**src/rtl/eth_pkg.sv**
```systemverilog
// Shared Ethernet receive/transmit definitions: framer FSM states, framing
// constants and the reflected CRC-32 parameters used by crc32_d8.
package eth_pkg;

  typedef enum logic [2:0] {
    IDLE,
    PRE,
    DST,
    HDR,
    PAY,
    DROP
  } rx_state_t;

  localparam logic [7:0]  ETH_PREAMBLE = 8'h55;
  localparam logic [7:0]  ETH_SFD      = 8'hD5;
  localparam logic [47:0] ETH_BCAST    = 48'hFFFF_FFFF_FFFF;

  localparam logic [31:0] CRC_POLY     = 32'hEDB8_8320;
  localparam logic [31:0] CRC_INIT     = 32'hFFFF_FFFF;
  localparam logic [31:0] CRC_RESIDUE  = 32'hDEBB_20E3;

  localparam int          ETH_FCS_LEN  = 4;

endpackage

```
**src/rtl/crc32_d8.sv**
```systemverilog
// Combinational next-state of the reflected Ethernet CRC-32 for one byte,
// LSB first. Shared by the receive checker and the transmit FCS generator.
module crc32_d8
  import eth_pkg::*;
(
  input  logic [31:0] crc_in,
  input  logic [7:0]  data_in,
  output logic [31:0] crc_out
);

  logic [31:0] c;

  always_comb begin
    c = crc_in ^ {24'h000000, data_in};
    for (int i = 0; i < 8; i++) begin
      c = c[0] ? ((c >> 1) ^ CRC_POLY) : (c >> 1);
    end
    crc_out = c;
  end

endmodule

```
**src/rtl/gmii_rx_frame.sv**
```systemverilog
// GMII receive framer: strips preamble/SFD, filters on destination MAC, captures
// source MAC/EtherType and forwards payload minus FCS. Define GMII_RX_CRC_CHK_EN to check the FCS.
module gmii_rx_frame
  import eth_pkg::*;
#(
  parameter logic [47:0] BOARD_MAC   = 48'h00_11_22_33_44_55,
  parameter int          PRE_MIN     = 7,
  parameter int          MAX_PAYLOAD = 1500
) (
  input  logic        gmii_rx_clk,
  input  logic        rst,
  input  logic        gmii_rx_dv,
  input  logic [7:0]  gmii_rxd,
  output logic [7:0]  rx_data,
  output logic        rx_valid,
  output logic        rx_sof,
  output logic        rx_done,
  output logic        rx_err,
  output logic [15:0] rx_ethertype,
  output logic [47:0] rx_src_mac,
  output logic        rx_bcast
);

  localparam logic [2:0]  PRE_MIN_L = 3'(PRE_MIN);
  localparam logic [2:0]  FCS_LEN_L = 3'(ETH_FCS_LEN);
  localparam logic [10:0] MAX_PAY_L = 11'(MAX_PAYLOAD);

  rx_state_t   state, state_next;
  logic [2:0]  pre_cnt;
  logic [2:0]  hdr_cnt;
  logic [39:0] dst_sr;
  logic [55:0] hdr_sr;
  logic        bcast_pend;
  logic [31:0] dline;
  logic [2:0]  fill;
  logic [10:0] pay_cnt;
  logic        ovf;

  logic [47:0] dst_word;
  logic        dst_is_bcast;
  logic        dst_hit;
  logic        line_full;
  logic        pay_beat;
  logic        present;
  logic        ovf_hit;
  logic        crc_bad;
  logic        done_next;
  logic        err_next;

  assign dst_word     = {dst_sr, gmii_rxd};
  assign dst_is_bcast = (dst_word == ETH_BCAST);
  assign dst_hit      = dst_is_bcast || (dst_word == BOARD_MAC);
  assign line_full    = (fill == FCS_LEN_L);
  assign pay_beat     = (state == PAY) && gmii_rx_dv && line_full;
  assign present      = pay_beat && (pay_cnt < MAX_PAY_L);
  assign ovf_hit      = pay_beat && !present;

`ifdef GMII_RX_CRC_CHK_EN
  logic [31:0] crc_q;
  logic [31:0] crc_d;

  crc32_d8 u_crc (
    .crc_in  (crc_q),
    .data_in (gmii_rxd),
    .crc_out (crc_d)
  );

  // CRC covers everything after the SFD, FCS included, so a good frame leaves the residue.
  always_ff @(posedge gmii_rx_clk) begin
    if (rst) begin
      crc_q <= 32'h0;
    end else if (state == PRE) begin
      crc_q <= CRC_INIT;
    end else if (gmii_rx_dv && (state == DST || state == HDR || state == PAY)) begin
      crc_q <= crc_d;
    end
  end

  assign crc_bad = (crc_q != CRC_RESIDUE);
`else
  assign crc_bad = 1'b0;
`endif

  always_ff @(posedge gmii_rx_clk) begin
    if (rst) state <= IDLE;
    else     state <= state_next;
  end

  always_comb begin
    state_next = state;
    done_next  = 1'b0;
    err_next   = 1'b0;
    case (state)
      IDLE: begin
        if (gmii_rx_dv) state_next = (gmii_rxd == ETH_PREAMBLE) ? PRE : DROP;
      end
      PRE: begin
        if (!gmii_rx_dv)                                      state_next = IDLE;
        else if (gmii_rxd == ETH_PREAMBLE)                    state_next = PRE;
        else if (gmii_rxd == ETH_SFD && pre_cnt >= PRE_MIN_L) state_next = DST;
        else                                                  state_next = DROP;
      end
      DST: begin
        if (!gmii_rx_dv) begin
          state_next = IDLE;
          done_next  = 1'b1;
          err_next   = 1'b1;
        end else if (hdr_cnt == 3'd5) begin
          state_next = dst_hit ? HDR : DROP;
        end
      end
      HDR: begin
        if (!gmii_rx_dv) begin
          state_next = IDLE;
          done_next  = 1'b1;
          err_next   = 1'b1;
        end else if (hdr_cnt == 3'd7) begin
          state_next = PAY;
        end
      end
      PAY: begin
        if (!gmii_rx_dv) begin
          state_next = IDLE;
          done_next  = 1'b1;
          err_next   = !line_full || ovf || crc_bad;
        end
      end
      DROP: begin
        if (!gmii_rx_dv) state_next = IDLE;
      end
      default: state_next = IDLE;
    endcase
  end

  // The 4-byte delay line always holds the newest bytes; whatever is left at dv fall is the FCS.
  always_ff @(posedge gmii_rx_clk) begin
    if (rst) begin
      rx_data      <= 8'h00;
      rx_valid     <= 1'b0;
      rx_sof       <= 1'b0;
      rx_done      <= 1'b0;
      rx_err       <= 1'b0;
      rx_ethertype <= 16'h0000;
      rx_src_mac   <= 48'h0;
      rx_bcast     <= 1'b0;
      pre_cnt      <= 3'd0;
      hdr_cnt      <= 3'd0;
      dst_sr       <= 40'h0;
      hdr_sr       <= 56'h0;
      bcast_pend   <= 1'b0;
      dline        <= 32'h0;
      fill         <= 3'd0;
      pay_cnt      <= 11'd0;
      ovf          <= 1'b0;
    end else begin
      rx_valid <= 1'b0;
      rx_sof   <= 1'b0;
      rx_done  <= done_next;
      rx_err   <= err_next;
      case (state)
        IDLE: begin
          pre_cnt <= 3'd1;
          hdr_cnt <= 3'd0;
          dline   <= 32'h0;
          fill    <= 3'd0;
          pay_cnt <= 11'd0;
          ovf     <= 1'b0;
        end
        PRE: begin
          if (gmii_rx_dv && gmii_rxd == ETH_PREAMBLE && pre_cnt != 3'd7)
            pre_cnt <= pre_cnt + 3'd1;
        end
        DST: begin
          if (gmii_rx_dv) begin
            dst_sr     <= {dst_sr[31:0], gmii_rxd};
            bcast_pend <= dst_is_bcast;
            hdr_cnt    <= (hdr_cnt == 3'd5) ? 3'd0 : hdr_cnt + 3'd1;
          end
        end
        HDR: begin
          if (gmii_rx_dv) begin
            hdr_sr  <= {hdr_sr[47:0], gmii_rxd};
            hdr_cnt <= hdr_cnt + 3'd1;
            if (hdr_cnt == 3'd7) begin
              rx_src_mac   <= hdr_sr[55:8];
              rx_ethertype <= {hdr_sr[7:0], gmii_rxd};
              rx_bcast     <= bcast_pend;
            end
          end
        end
        PAY: begin
          if (gmii_rx_dv) begin
            dline <= {dline[23:0], gmii_rxd};
            if (!line_full) fill <= fill + 3'd1;
            if (present) begin
              rx_data  <= dline[31:24];
              rx_valid <= 1'b1;
              rx_sof   <= (pay_cnt == 11'd0);
              if (pay_cnt != 11'h7FF) pay_cnt <= pay_cnt + 11'd1;
            end
            if (ovf_hit) ovf <= 1'b1;
          end
        end
        default: ;
      endcase
    end
  end

endmodule
```
**config.mk**
```make
export PLATFORM = sky130hd
export DESIGN_NAME = gmii_rx_frame
export DESIGN_NICKNAME = d
export VERILOG_FILES = /design/src/rtl/eth_pkg.sv /design/src/rtl/crc32_d8.sv /design/src/rtl/gmii_rx_frame.sv
export SDC_FILE = /design/constraint.sdc
export NUM_CORES = 1
export LEC_CHECK = 0
export ABC_AREA = 1
export BUFFER_PORTS_ARGS = -buffer_cell sky130_fd_sc_hd__clkbuf_2
export CORE_MARGIN = 5
export CORE_UTILIZATION = 33
export DETAILED_ROUTE_END_ITERATION = 8
export PLACE_DENSITY = 0.55
export SLEW_MARGIN = 15
export SYNTH_ARGS = -nofsm -noshare
export SYNTH_HDL_FRONTEND = slang
export SYNTH_SLANG_ARGS = --single-unit
```
**constraint.sdc**
```tcl
create_clock -name gmii_rx_clk -period 1.61 [get_ports gmii_rx_clk]
set_input_delay 0 -clock gmii_rx_clk [delete_from_list [all_inputs] [get_ports gmii_rx_clk]]
set_output_delay 0 -clock gmii_rx_clk [all_outputs]
set_load 0.01 [all_outputs]
```
==> run summary <==
placed cell count: 1,537
count of state elements after synthesis: 230
warnings from Yosys: 0
Avg Cell Area, Syn: 7.714 sq um
Final setup violation count: 0
Core ar.: 26,130 sq um
fin cells: 1,596
largest net degree at the start of global routing: 107
fin crit period: 1.521 ns
commonest non-fill, non-tap cell in the layout: dfxtp_1
WS Path Type: flop to flop
Slew headroom: 0.6592
clk slew on worst S/H paths: 0.06 ns
Slew Limit Fails: 0
number of global-route vias before repair: 6,993
Setup WS post-layout: 0.08931 ns
Clk Tree Root Cell: clkbuf_16
Post-Synthesis Cells: 1,139
htree depth: 1
DPL Wire Length: 14,650 um
Final Wtd Congestion: 0.7944
fmax: 657.6 MHz
initial antenna violation count: 0
Via density: 4.728
total congestion overflow: 0
DR DRC count: 0
first-pass GRT wire length: 36,200 um
layout cells sized above 1: 0.1776
clock latency on the worst-skew pair: 0.52 ns
Critical Path Source Type: flop
port bufs: 87
footprint of the multi-input gates: 3702 sq um
crit end category: flop
commonest non-fill, non-tap cells in the layout: dfxtp_1 (221), nand2_1 (208), nor2_1 (182)
Flop pwr share: 0.434
clk sinks: 230
Routed Antenna Nets: 0
IO Count: 88
Hold Path Class: input pin to flop
Final Hold Vio Count: 0
number of fill cells in the layout: 2,750
measured slew at the worst slew-check pin: 0.5112 ns
Critical Path AT: 1.97 ns
switching fraction of total power: 0.2723
initial drt markers: 406
DIE WIDTH: 173.2 um
Layout area overhead: 22.99%
Chip Height: 173.2 um
combinational share of power: 0.169
CTS Buffer Depth: 3
max_cap viols: 0
RSZ-0062 raised after global routing: true
routed vias: 7,546
first-pass iteration count of the detailed router: 4
post-synth cell types: 31
TNS Setup: 0 ns
status: completed
Final Cycle Share: 0.9445
leakage: 4.292 nW
CTS tree: built
DP Worst Slack: -0.02136 ns
worst path required time: 2.06 ns
Layout Skew: 0.008488 ns
Syn Nets: 1,159
sequential area share after synthesis: 0.5241
switching power: 3.742 mW
Clock power frac: 0.397
initial core utilization: 0.3362
power per cell area: 1272 nW/um^2
WL/cell: 13.76 um
area of the die: 29,990 sq um
Final Util: 0.4135
antenna cell count: 0
row count: 59
Num CTS Buffers: 25
Internal: 9.999 mW
final net count: 1,264
overall routing resource usage: 0.1404
CP max FO: 3
VDD IR max: 0.6303 mV
post-synthesis instance area: 8786 sq um
final WL: 21,960 um
register area: 4616 sq um
-- critical path: stages, from the launching register on --
cell and delay [ns]:
dfxtp_2 0.32, inv_2 0.08, ha_4 0.14, nand2_4 0.06, nor3_4 0.25, nand2_4 0.11
a21oi_4 0.18, buf_4 0.15, nand2_1 0.05, a21oi_1 0.11
-- synth_stat cells --
library cell | instances | area share
o21ai_0 | 120 | 0.068
nand3_1 | 20 | 0.011
a22oi_1 | 1 | 0.00085
inv_2 | 8 | 0.0034
nand2_2 | 4 | 0.0028
buf_6 | 5 | 0.0064
clkbuf_1 | 43 | 0.018
a21oi_4 | 1 | 0.0019
nor2_1 | 187 | 0.080
buf_4 | 3 | 0.0026
buf_2 | 13 | 0.0074
nor3_4 | 1 | 0.0019
buf_1 | 2 | 0.00085
a21boi_1 | 1 | 0.00085
ha_1 | 9 | 0.013
nor2_4 | 3 | 0.0038
o21ai_1 | 5 | 0.0028
xnor2_1 | 3 | 0.0030
nand2_1 | 213 | 0.091
nand2_4 | 1 | 0.0013
o21ai_2 | 1 | 0.0010
nor2_2 | 1 | 0.00071
nand4_1 | 8 | 0.0057
inv_1 | 60 | 0.026
a21oi_1 | 158 | 0.090
dfxtp_1 | 230 | 0.52
a211oi_1 | 20 | 0.017
nand3_2 | 2 | 0.0023
nor3_1 | 9 | 0.0051
xor2_1 | 6 | 0.0060
nor4_1 | 1 | 0.00071
-- final timing paths --
check | from | end | slack (ns) | cells past startpoint
worst max-delay path | fill[1] | pay_cnt[3] | 0.09 | 9
worst min-delay path | gmii_rxd[3] | dline[3] | 0.33 | 4
worst max register to register | fill[1] | pay_cnt[3] | 0.09 | 9
worst min register to register | rx_data[0] | rx_data[0] | 0.46 | 2
-- through the flow --
| step | instance area (sq um) | hold slack, ns | power (mW) |
|---|---|---|---|
| 6_report | 10810 | 0.3333 | 13.74 |
| 2_1_floorplan | 8786 | 0.1349 | 7.284 |
| 5_1_grt | 10810 | 0.3527 | 14.39 |
| 3_3_place_gp | 9771 | 0.3139 | 8.074 |
| 4_1_cts | 10660 | 0.3160 | 13.63 |
| 3_5_place_dp | 9771 | 0.3096 | 8.095 |
-- metal layers --
metal / up-vias / global-route usage / part of all wire
met1: 3454 / 0.2036 / 0.50
li1: 3934 / - / -
met4: 0 / 0.03492 / 0.019
met5: - / 0 / 0
met2: 126 / 0.2182 / 0.45
met3: 32 / 0.02380 / 0.036
-- flip-flops by register name, indices dropped and copies added (netlist names) --
register	flops
rx_sof	1
bcast_pend	1
rx_valid	1
hdr_cnt	3
pre_cnt	3
fill	3
dst_sr	40
ovf	1
rx_bcast	1
rx_ethertype	16
rx_done	1
state	3
rx_src_mac	48
rx_data	8
dline	32
rx_err	1
hdr_sr	56
pay_cnt	11
-- what timing repair did --
item / in CTS / in global routing
endpoints found under the setup margin: 1 / 155
pin swaps: 0 / 10
gates cloned: 0 / 1
endpoints found under the hold margin: 43 / 0
hold buffers: 10 / 0
resized for setup: 1 / 41
setup buffers: 0 / 4
-- cell type report --
| cell class | count | share of cell area |
|---|---|---|
| Inverter | 68 | 0.02385 |
| Clock buffer | 39 | 0.07017 |
| Tap cell | 335 | 0.03879 |
| Clock inverter | 5 | 0.002663 |
| Sequential cell | 230 | 0.4272 |
| Multi-Input combinational cell | 776 | 0.3426 |
| Timing Repair Buffer | 143 | 0.09472 |
-- power by group through the flow --
stage | sequential (mW) | clock (mW) | combinational, mW
detailed placement | 6.07 | 0 | 2.03
global placement | 6.06 | 0 | 2.02
floorplan | 6.03 | 0 | 1.25
CTS | 5.94 | 5.62 | 2.07
global route | 5.98 | 5.86 | 2.56
finish | 5.96 | 5.46 | 2.32
-- logic make-up (layout without fill, tap and decap cells) --
logic type                 Yosys count  after routing  share of synthesized area
AOI/OAI and AO/OA                  307            307                     0.1829
xor gates and xnor gates             9              9                   0.008972
adders and majority gates            9              9                    0.01282
buffers and inverters              134            255                    0.06465
DFF                                230            230                     0.5241
and+or+nand+nor                    450            451                     0.2066
(Power assumes the default switching activity.)
